<file path="src/rtl/ad_dly_tap_train.sv">
// ad_dly_tap_train: sweeps IDELAY taps 0..31 through the VAR_LOAD port, scores each tap from
// the sample checker, centres the widest passing window. `TRAIN_DBG_EN adds the pass_map port.
module ad_dly_tap_train #(
  parameter int SETTLE_CYC  = 16,
  parameter int SAMPLE_NUM  = 64,
  parameter int SAMPLE_TO   = 4096,
  parameter int MIN_EYE     = 4,
  parameter int DEFAULT_TAP = 10
) (
  input  logic        dly_clk,
  input  logic        rst_in,
  input  logic        dly_rdy,
  input  logic        re_sync_in,
  input  logic        sample_vld,
  input  logic        sample_ok,
  input  logic [4:0]  tap_in,
`ifdef TRAIN_DBG_EN
  output logic [31:0] pass_map,
`endif
  output logic [4:0]  delay_tap,
  output logic        load_en,
  output logic        train_busy,
  output logic        train_done,
  output logic        train_err,
  output logic [4:0]  best_tap
);

  typedef enum logic [3:0] {
    S_IDLE     = 4'd0,
    S_WAIT_RDY = 4'd1,
    S_LOAD     = 4'd2,
    S_SETTLE   = 4'd3,
    S_SAMPLE   = 4'd4,
    S_EVAL     = 4'd5,
    S_CENTER   = 4'd6,
    S_CSETTLE  = 4'd7,
    S_DONE     = 4'd8,
    S_ERR      = 4'd9
  } state_t;

  localparam int SCW = $clog2(SETTLE_CYC + 1);
  localparam int VCW = $clog2(SAMPLE_NUM + 1);
  localparam int TCW = $clog2(SAMPLE_TO + 1);
  localparam logic [SCW-1:0] SETTLE_LAST = SCW'(SETTLE_CYC - 1);
  localparam logic [SCW-1:0] SCNT_ONE    = SCW'(1);
  localparam logic [VCW-1:0] VLD_LAST    = VCW'(SAMPLE_NUM - 1);
  localparam logic [VCW-1:0] VCNT_ONE    = VCW'(1);
  localparam logic [TCW-1:0] TO_LAST     = TCW'(SAMPLE_TO - 1);
  localparam logic [TCW-1:0] TCNT_ONE    = TCW'(1);
  localparam logic [5:0]     MIN_LEN     = 6'(MIN_EYE);
  localparam logic [4:0]     DEF_TAP     = 5'(DEFAULT_TAP);
  localparam logic [4:0]     LAST_TAP    = 5'd31;

  state_t         state_q, state_d;
  logic           re_meta_q, re_meta_d, re_prev_q, re_prev_d;
  logic [4:0]     tap_q, tap_d;
  logic [SCW-1:0] cnt_q, cnt_d;
  logic [VCW-1:0] vld_cnt_q, vld_cnt_d;
  logic [TCW-1:0] to_cnt_q, to_cnt_d;
  logic           tap_pass_q, tap_pass_d;
  logic [4:0]     run_start_q, run_start_d;
  logic [5:0]     run_len_q, run_len_d;
  logic [4:0]     best_start_q, best_start_d, best_end_q, best_end_d;
  logic [5:0]     best_len_q, best_len_d;
  logic           eye_err_q, eye_err_d;
  logic [4:0]     delay_tap_q, delay_tap_d, best_tap_q, best_tap_d;
  logic           load_en_q, load_en_d, train_busy_q, train_busy_d;
  logic           train_done_q, train_done_d, train_err_q, train_err_d;
`ifdef TRAIN_DBG_EN
  logic [31:0]    pass_map_q, pass_map_d;
`endif

  logic           start_s, rdy_lost_s, abort_s;
  logic [4:0]     cur_start_s, half_s, center_s;
  logic [5:0]     cur_len_s;

  function automatic logic is_busy(input state_t s);
    case (s)
      S_IDLE, S_DONE, S_ERR: is_busy = 1'b0;
      default:               is_busy = 1'b1;
    endcase
  endfunction

  assign start_s     = re_meta_q & ~re_prev_q;
  assign rdy_lost_s  = is_busy(state_q) & ~dly_rdy & (state_q != S_WAIT_RDY);
  assign abort_s     = start_s | rdy_lost_s;
  // best_end - best_start is best_len - 1, so the centre offset always fits in 5 bits
  assign half_s      = (best_end_q - best_start_q) >> 1;
  assign center_s    = best_start_q + half_s;
  assign cur_start_s = (run_len_q == 6'd0) ? tap_q : run_start_q;
  assign cur_len_s   = run_len_q + 6'd1;

  // next-state logic; a new start outranks loss of dly_rdy
  always_comb begin
    state_d = state_q;
    if (start_s) begin
      state_d = S_WAIT_RDY;
    end else if (rdy_lost_s) begin
      state_d = S_WAIT_RDY;
    end else begin
      case (state_q)
        S_IDLE:     state_d = S_IDLE;
        S_WAIT_RDY: state_d = dly_rdy ? S_LOAD : S_WAIT_RDY;
        S_LOAD:     state_d = S_SETTLE;
        S_SETTLE:   state_d = (cnt_q == SETTLE_LAST) ? S_SAMPLE : S_SETTLE;
        S_SAMPLE: begin
          if (sample_vld && (!sample_ok || (vld_cnt_q == VLD_LAST))) state_d = S_EVAL;
          else if (to_cnt_q == TO_LAST)                              state_d = S_ERR;
          else                                                       state_d = S_SAMPLE;
        end
        S_EVAL:     state_d = (tap_q == LAST_TAP) ? S_CENTER : S_LOAD;
        S_CENTER:   state_d = S_CSETTLE;
        S_CSETTLE: begin
          if (cnt_q != SETTLE_LAST)                       state_d = S_CSETTLE;
          else if (eye_err_q || (tap_in != delay_tap_q))  state_d = S_ERR;
          else                                            state_d = S_DONE;
        end
        S_DONE:     state_d = S_DONE;
        S_ERR:      state_d = S_ERR;
        default:    state_d = S_IDLE;
      endcase
    end
  end

  // sweep counters, per-tap scoring and window tracking
  always_comb begin
    re_meta_d    = re_sync_in;
    re_prev_d    = re_meta_q;
    tap_d        = tap_q;
    cnt_d        = cnt_q;
    vld_cnt_d    = vld_cnt_q;
    to_cnt_d     = to_cnt_q;
    tap_pass_d   = tap_pass_q;
    run_start_d  = run_start_q;
    run_len_d    = run_len_q;
    best_start_d = best_start_q;
    best_end_d   = best_end_q;
    best_len_d   = best_len_q;
    eye_err_d    = eye_err_q;
`ifdef TRAIN_DBG_EN
    pass_map_d   = pass_map_q;
`endif
    if (state_d == S_WAIT_RDY) begin
      tap_d        = 5'd0;
      cnt_d        = {SCW{1'b0}};
      vld_cnt_d    = {VCW{1'b0}};
      to_cnt_d     = {TCW{1'b0}};
      tap_pass_d   = 1'b0;
      run_start_d  = 5'd0;
      run_len_d    = 6'd0;
      best_start_d = 5'd0;
      best_end_d   = 5'd0;
      best_len_d   = 6'd0;
      eye_err_d    = 1'b0;
`ifdef TRAIN_DBG_EN
      pass_map_d   = 32'd0;
`endif
    end else begin
      case (state_q)
        S_LOAD:    cnt_d = {SCW{1'b0}};
        S_SETTLE: begin
          cnt_d     = cnt_q + SCNT_ONE;
          vld_cnt_d = {VCW{1'b0}};
          to_cnt_d  = {TCW{1'b0}};
        end
        S_SAMPLE: begin
          to_cnt_d = to_cnt_q + TCNT_ONE;
          if (sample_vld) begin
            if (!sample_ok)                 tap_pass_d = 1'b0;
            else if (vld_cnt_q == VLD_LAST) tap_pass_d = 1'b1;
            else                            vld_cnt_d  = vld_cnt_q + VCNT_ONE;
          end else begin
            vld_cnt_d = vld_cnt_q;
          end
        end
        S_EVAL: begin
          // strict > keeps the earliest of equally wide windows
          if (tap_pass_q) begin
            run_start_d = cur_start_s;
            run_len_d   = cur_len_s;
            if (cur_len_s > best_len_q) begin
              best_start_d = cur_start_s;
              best_end_d   = tap_q;
              best_len_d   = cur_len_s;
            end else begin
              best_len_d   = best_len_q;
            end
          end else begin
            run_len_d = 6'd0;
          end
          tap_d = (tap_q != LAST_TAP) ? (tap_q + 5'd1) : tap_q;
`ifdef TRAIN_DBG_EN
          pass_map_d[tap_q] = tap_pass_q;
`endif
        end
        S_CENTER: begin
          eye_err_d = (best_len_q < MIN_LEN);
          cnt_d     = {SCW{1'b0}};
        end
        S_CSETTLE: cnt_d = cnt_q + SCNT_ONE;
        default:   cnt_d = cnt_q;
      endcase
    end
  end

  // registered outputs; aborts never emit a load pulse
  always_comb begin
    delay_tap_d  = delay_tap_q;
    load_en_d    = 1'b0;
    best_tap_d   = best_tap_q;
    train_busy_d = is_busy(state_d);
    train_done_d = (state_d == S_DONE) || (state_d == S_ERR);
    train_err_d  = (state_d == S_ERR);
    if (!abort_s) begin
      case (state_q)
        S_LOAD: begin
          load_en_d   = 1'b1;
          delay_tap_d = tap_q;
        end
        S_SAMPLE: begin
          if (state_d == S_ERR) begin
            load_en_d   = 1'b1;
            delay_tap_d = DEF_TAP;
            best_tap_d  = DEF_TAP;
          end else begin
            load_en_d   = 1'b0;
          end
        end
        S_CENTER: begin
          load_en_d   = 1'b1;
          delay_tap_d = (best_len_q >= MIN_LEN) ? center_s : DEF_TAP;
        end
        S_CSETTLE: begin
          if (state_d == S_DONE)     best_tap_d = delay_tap_q;
          else if (state_d == S_ERR) best_tap_d = DEF_TAP;
          else                       best_tap_d = best_tap_q;
        end
        default: load_en_d = 1'b0;
      endcase
    end else begin
      load_en_d = 1'b0;
    end
  end

  // state and datapath registers with synchronous reset
  always_ff @(posedge dly_clk) begin
    if (rst_in) begin
      state_q      <= S_IDLE;
      re_meta_q    <= 1'b0;
      re_prev_q    <= 1'b0;
      tap_q        <= 5'd0;
      cnt_q        <= {SCW{1'b0}};
      vld_cnt_q    <= {VCW{1'b0}};
      to_cnt_q     <= {TCW{1'b0}};
      tap_pass_q   <= 1'b0;
      run_start_q  <= 5'd0;
      run_len_q    <= 6'd0;
      best_start_q <= 5'd0;
      best_end_q   <= 5'd0;
      best_len_q   <= 6'd0;
      eye_err_q    <= 1'b0;
      delay_tap_q  <= 5'd0;
      load_en_q    <= 1'b0;
      train_busy_q <= 1'b0;
      train_done_q <= 1'b0;
      train_err_q  <= 1'b0;
      best_tap_q   <= 5'd0;
`ifdef TRAIN_DBG_EN
      pass_map_q   <= 32'd0;
`endif
    end else begin
      state_q      <= state_d;
      re_meta_q    <= re_meta_d;
      re_prev_q    <= re_prev_d;
      tap_q        <= tap_d;
      cnt_q        <= cnt_d;
      vld_cnt_q    <= vld_cnt_d;
      to_cnt_q     <= to_cnt_d;
      tap_pass_q   <= tap_pass_d;
      run_start_q  <= run_start_d;
      run_len_q    <= run_len_d;
      best_start_q <= best_start_d;
      best_end_q   <= best_end_d;
      best_len_q   <= best_len_d;
      eye_err_q    <= eye_err_d;
      delay_tap_q  <= delay_tap_d;
      load_en_q    <= load_en_d;
      train_busy_q <= train_busy_d;
      train_done_q <= train_done_d;
      train_err_q  <= train_err_d;
      best_tap_q   <= best_tap_d;
`ifdef TRAIN_DBG_EN
      pass_map_q   <= pass_map_d;
`endif
    end
  end

  assign delay_tap  = delay_tap_q;
  assign load_en    = load_en_q;
  assign train_busy = train_busy_q;
  assign train_done = train_done_q;
  assign train_err  = train_err_q;
  assign best_tap   = best_tap_q;
`ifdef TRAIN_DBG_EN
  assign pass_map   = pass_map_q;
`endif

endmodule

</file>
<file path="config.mk">
export PLATFORM = sky130hd
export DESIGN_NAME = ad_dly_tap_train
export DESIGN_NICKNAME = d
export VERILOG_FILES = /design/src/rtl/ad_dly_tap_train.sv
export SDC_FILE = /design/constraint.sdc
export NUM_CORES = 1
export LEC_CHECK = 0
export CAP_MARGIN = 20
export CORE_ASPECT_RATIO = 0.7
export CORE_MARGIN = 1.5
export CORE_UTILIZATION = 63
export CTS_BUF_LIST = sky130_fd_sc_hd__clkbuf_8 sky130_fd_sc_hd__clkbuf_16
export DETAILED_ROUTE_END_ITERATION = 7
export GPL_TIMING_DRIVEN = 0
export PLACE_DENSITY_LB_ADDON = 0.08
export SLEW_MARGIN = 20
export SYNTH_ARGS = -nofsm -noshare
export SYNTH_HDL_FRONTEND = slang
export SYNTH_SLANG_ARGS = --single-unit
</file>
<file path="constraint.sdc">
create_clock -name dly_clk -period 6.3 [get_ports dly_clk]
set_input_delay 0.63 -clock dly_clk [delete_from_list [all_inputs] [get_ports dly_clk]]
set_output_delay 0.63 -clock dly_clk [all_outputs]
set_load 0.01 [all_outputs]
</file>
# After elaboration in Yosys (flattened, before gate mapping)

Index checks and enable logic that the tools add are counted.

Add/subtract/negate cells: 7
$lt $le $gt $ge: 3
Equal/unequal tests: 25
Mux-type cells: 30
Bitwise operators: 7
Reduce and logical (&&, ||, !) cells: 25

Operator list:

| cell                    | count |
|---|---|
| $pmux W4 S9             | 1 |
| $pmux W13 S2            | 1 |
| $mux W5                 | 5 |
| $mux W7                 | 3 |
| $mux W4                 | 5 |
| $pmux W5 S2             | 2 |
| $eq A4 B3 Y1 const B    | 4 |
| $eq A4 B4 Y1 const B    | 4 |
| $pmux W5 S3             | 1 |
| $pmux W7 S2             | 1 |
| $add A13 B1 Y13 const B | 1 |
| $eq A13 B12 Y1 const B  | 1 |
| $add A5 B1 Y5 const B   | 2 |
| $reduce_and A3 Y1       | 3 |
| $eq A4 B1 Y1 const B    | 2 |
| $eq A4 B2 Y1 const B    | 2 |
| $logic_not A4 Y1        | 2 |
| $ne A2 B2 Y1 const B    | 4 |
| $reduce_or A2 Y1        | 4 |
| $add A7 B1 Y7 const B   | 1 |
| $eq A7 B6 Y1 const B    | 1 |
| $add A6 B1 Y6 const B   | 1 |
| $ge A6 B3 Y1 const B    | 1 |
| $gt A6 B6 Y1            | 1 |
| other kinds (27)        | 44 |

Register bits after elaboration: 79
Input port bits: 11

# Depth between registers and ports, before layout

Depth after elaboration: 11
Gate-level depth with buffers: 12

# Least setup slack after synthesis

Ideal clock, no wire load.

Kind: reg-to-reg
Start point: register best_start_q[1]
End point: register delay_tap_q[4], in the netlist delay_tap[4]
Arrival time: 2.368 ns
Required time: 6.214 ns
Setup slack: 3.847 ns
Cell stages (with the launch flop): 11
Path buffers: 0
Period minus slack after synthesis: 2.453 ns
Cell sequence: dfxtp_1 -> inv_1 -> fa_1 -> ha_1 -> fa_1 -> a21o_1 -> a21oi_1 -> xor2_1 -> o31ai_1 -> nor3_1 -> a211oi_1

Word-level cells in the longest chain between the ends: 4

Ends and longest elaborated chain:

| element                  | line | RTL |
|---|---|---|
| start: declaration       | 63   | `logic [4:0] best_start_q, best_start_d, best_end_q, best_end_d;` |
| start signal: assignment | 282  | `best_start_q <= best_start_d;` |
| $sub A5 B5 Y5            | 88   | `assign half_s = (best_end_q - best_start_q) >> 1;` |
| $add A5 B4 Y5 *          | 89   | `assign center_s = best_start_q + half_s;` |
| $mux W5 *                | 231  | `delay_tap_d = (best_len_q >= MIN_LEN) ? center_s : DEF_TAP;` |
| $pmux W5 S3 *            | 215  | `case (state_q)` |
| end signal: assignment   | 286  | `delay_tap_q <= delay_tap_d;` |
| end: declaration         | 66   | `logic [4:0] delay_tap_q, delay_tap_d, best_tap_q, best_tap_d;` |

Every way passes the cells marked *; elsewhere a longest branch is shown, timed or not.
A chain may end at the register's enable or synchronous reset.

# Worst setup path after layout

Start point: register run_len_q[0]
End point: register best_end_q[4]

Word-level cells in the longest chain between the ends: 3

Ends and longest elaborated chain:

| element                     | line | RTL |
|---|---|---|
| start: declaration          | 62   | `logic [5:0] run_len_q, run_len_d;` |
| start signal: assignment    | 281  | `run_len_q <= run_len_d;` |
| $add A6 B1 Y6               | 91   | `assign cur_len_s = run_len_q + 6'd1;` |
| net cur_len_s[4]            | 75   | `logic [5:0] cur_len_s;` |
| $gt A6 B6 Y1                | 181  | `if (cur_len_s > best_len_q) begin` |
| $reduce_and A3 Y1 (no line) | -    |  |
| end signal: assignment      | 283  | `best_end_q <= best_end_d;` |
| end: declaration            | 63   |  |

The timed path passes the listed nets, and every way through them passes these cells.

==> out/qor.yml <==
ant_nets: 0
grt_usage_pct: 30.4
synth_nets: 538
dr.pass1.iters: 6
syn_area_um2: 4310
grt_max_degree: 13
intPower_uw: 717
status: "completed"
yosysSeqAreaShare_pct: 36.7
regArea_um2: 1580
grt_setup_unrepaired: "no"
hpwl_um: 7560
antenna_found_initial: 0
initial_core_util_pct: 67.1
routabilityCongestion: 0.891
critPathLaunchType: "register"
dp_slack_ps: 3380
num_io_pins: 25
cts.hold.buffers_added: 0
worstPathArrival_ps: 3100
vias: 3890
clock.fmax_mhz: 351
cts_num_sinks: 79
clock_skew_ps: 6.87
routedWlPerCell_um: 16.8
peakVddDrop_mv: 0.115
multi_input_area_um2: 2490
cts_buffer_depth: 2
comb_power_share_pct: 4.8
wl_um: 10700
regToRegStartpoint: "run_len_q[0]"
pwr-share-seq_pct: 53.6
die-area_um2: 7360
synthDistinctLibCells: 66
grt_pass1_wl_um: 17400
r2r_slack_ps: 3450
diodes: 0
synth_edf_count: 0
utilization_pct: 75.7
synthFlopType: "dfxtp_1"
p_per_area_nw_per_um2: 192
whs_ps: 455
drt_iter0_markers: 292
setup_violations: 0
finalCritPeriodShare_pct: 45.3
slew_headroom_pct: 42.9
grt_pass1_vias: 3559
clkPwrFrac_pct: 41.5
slew_viol_final: 0
drive_gt1_share_pct: 9.58
post-cts-setup-buffers: 0
period_minus_slack_ps: 2850
mostFrequentLayoutCells: "79 x dfxtp_1, 64 x nor2_1, 40 x nand2_1"
placed_cell_area_um2: 4660
grt-ovfl-total: 0
hold_viol: 0
maxCapViolCount: 0
rr_worst_depth: 11
end_kind: "register"
p_sw_uw: 216
syn_inst: 504
synth.avg_cell_area_um2: 8.55
ctsRootBufferMaster: "clkbuf_8"
worstSkewPairLatency_ps: 350
crit_fanout: 10
switching_share_pct: 23.2
fin_area_um2: 4860
routed_via_density: 6.14
area_delta_synth_final_pct: 12.8
cts_tree: "yes"
startpoint: "run_len_q[0]"
core_area_um2: 6430
tns_ps: 0
drc: 0
row_count: 24
fin_nets: 573
fillCellCount: 504
die_x_um: 102
synth_seq_cells: 79
cts_resized: 0
hold_path.class: "register to register"
clkTransAtPathRegs_ps: 80
worstSetupEndpoint: "best_end_q[4]"
port_buffers: 24
layout_setup_ws_ps: 3450
async_flop_share_pct: 0
die_y_um: 72.2
r2r_end: "best_end_q[4]"
required_ps: 6550
worst_slew_pin_slew_ps: 857
yosysWarnings: 0
critPathKind: "register to register"
cts_htree_levels: 3
p_leak_uw: 0.00178
cts_buffers: 9
layout_commonest_cell: "dfxtp_1"
-- per-layer routing --
metal  wire, um  vias up  global-route usage, %  part of all wire, %
met5          0        -                      0                    0
met4        172        0                   8.52                  1.6
met3        716       24                   5.97                  6.7
met2       4580      142                   46.4                   43
met1       5180     1867                   44.0                   49
li1           -     1857                      -                    -
-- sequential cells by signal, indices dropped and copies added (netlist names), 4 cells and up --
signal / cells
delay_tap: 5
run_len_q: 6
vld_cnt_q: 7
state_q: 4
cnt_q: 5
best_len_q: 6
best_start_q: 5
run_start_q: 5
best_end_q: 5
to_cnt_q: 13
tap_q: 5
best_tap: 5
-- cell families after synthesis --
family	after synthesis	share of synthesized area (%)
xor+xnor	23	4.67
fa+ha+maj	23	7.02
mux	17	3.95
buf+inv	49	5.49
simple gates	206	24.7
compound gates	107	17.5
flops	79	36.7
-- worst min path at each step --
stage / from / to / slack [ps] / cells after the start
global placement: run_start_q[3] / run_start_q[3] / 440 / 2
global route: run_start_q[3] / run_start_q[3] / 490 / 2
floorplan: re_meta_q / re_prev_q / 420 / 2
CTS: run_start_q[3] / run_start_q[3] / 460 / 2
finish: re_meta_q / re_prev_q / 460 / 2
detailed placement: re_meta_q / re_prev_q / 450 / 2
-- power groups by stage --
stage | clock [uW] | sequential [uW] | combinational (uW)
floorplan | 0 | 513 | 24.7
global placement | 0 | 513 | 43.2
detailed placement | 0 | 513 | 43.8
CTS | 386 | 501 | 44.2
global route | 411 | 501 | 47.4
finish | 388 | 501 | 45.1
-- final cells by class --
cell class	instances	area share, %
Sequential cell	79	32.5
Timing Repair Buffer	24	4.94
Multi-Input combinational cell	376	51.3
Clock inverter	4	0.952
Clock buffer	11	3.11
Tap cell	91	2.34
Buffer	23	2.86
Inverter	26	2.01
-- synthesized netlist by cell type, types with 7 or more instances --
cell type	instances	area [um2]
mux2i_1	17	170
inv_1	25	93.8
a211oi_1	9	67.6
nand2b_1	9	56.3
xnor2_1	16	140
nor3_1	14	70.1
dfxtp_1	79	1580
ha_1	21	263
clkbuf_1	7	26.3
buf_2	9	45.0
o21a_1	8	60.1
xor2_1	7	61.3
a21oi_1	31	155
o21ai_0	13	65.1
nand3_1	23	115
nand2_1	40	150
nand4_1	8	50.1
nor2_1	64	240
-- critical path: stages, from the launching register on --
cell	delay [ps]
dfxtp_1	410
ha_1	260
nand3_1	110
xnor2_1	300
ha_1	320
and4_1	150
nand3_1	80
o211ai_1	100
a21oi_1	410
buf_4	330
mux2i_1	220
nor2_1	60
-- per-stage QoR --
stage	total power, uW	cells
3_3_place_gp	556	619
4_1_cts	931	634
5_1_grt	960	634
3_5_place_dp	556	619
2_1_floorplan	537	504
6_report	934	634
Power figures use the tool's default switching activity.
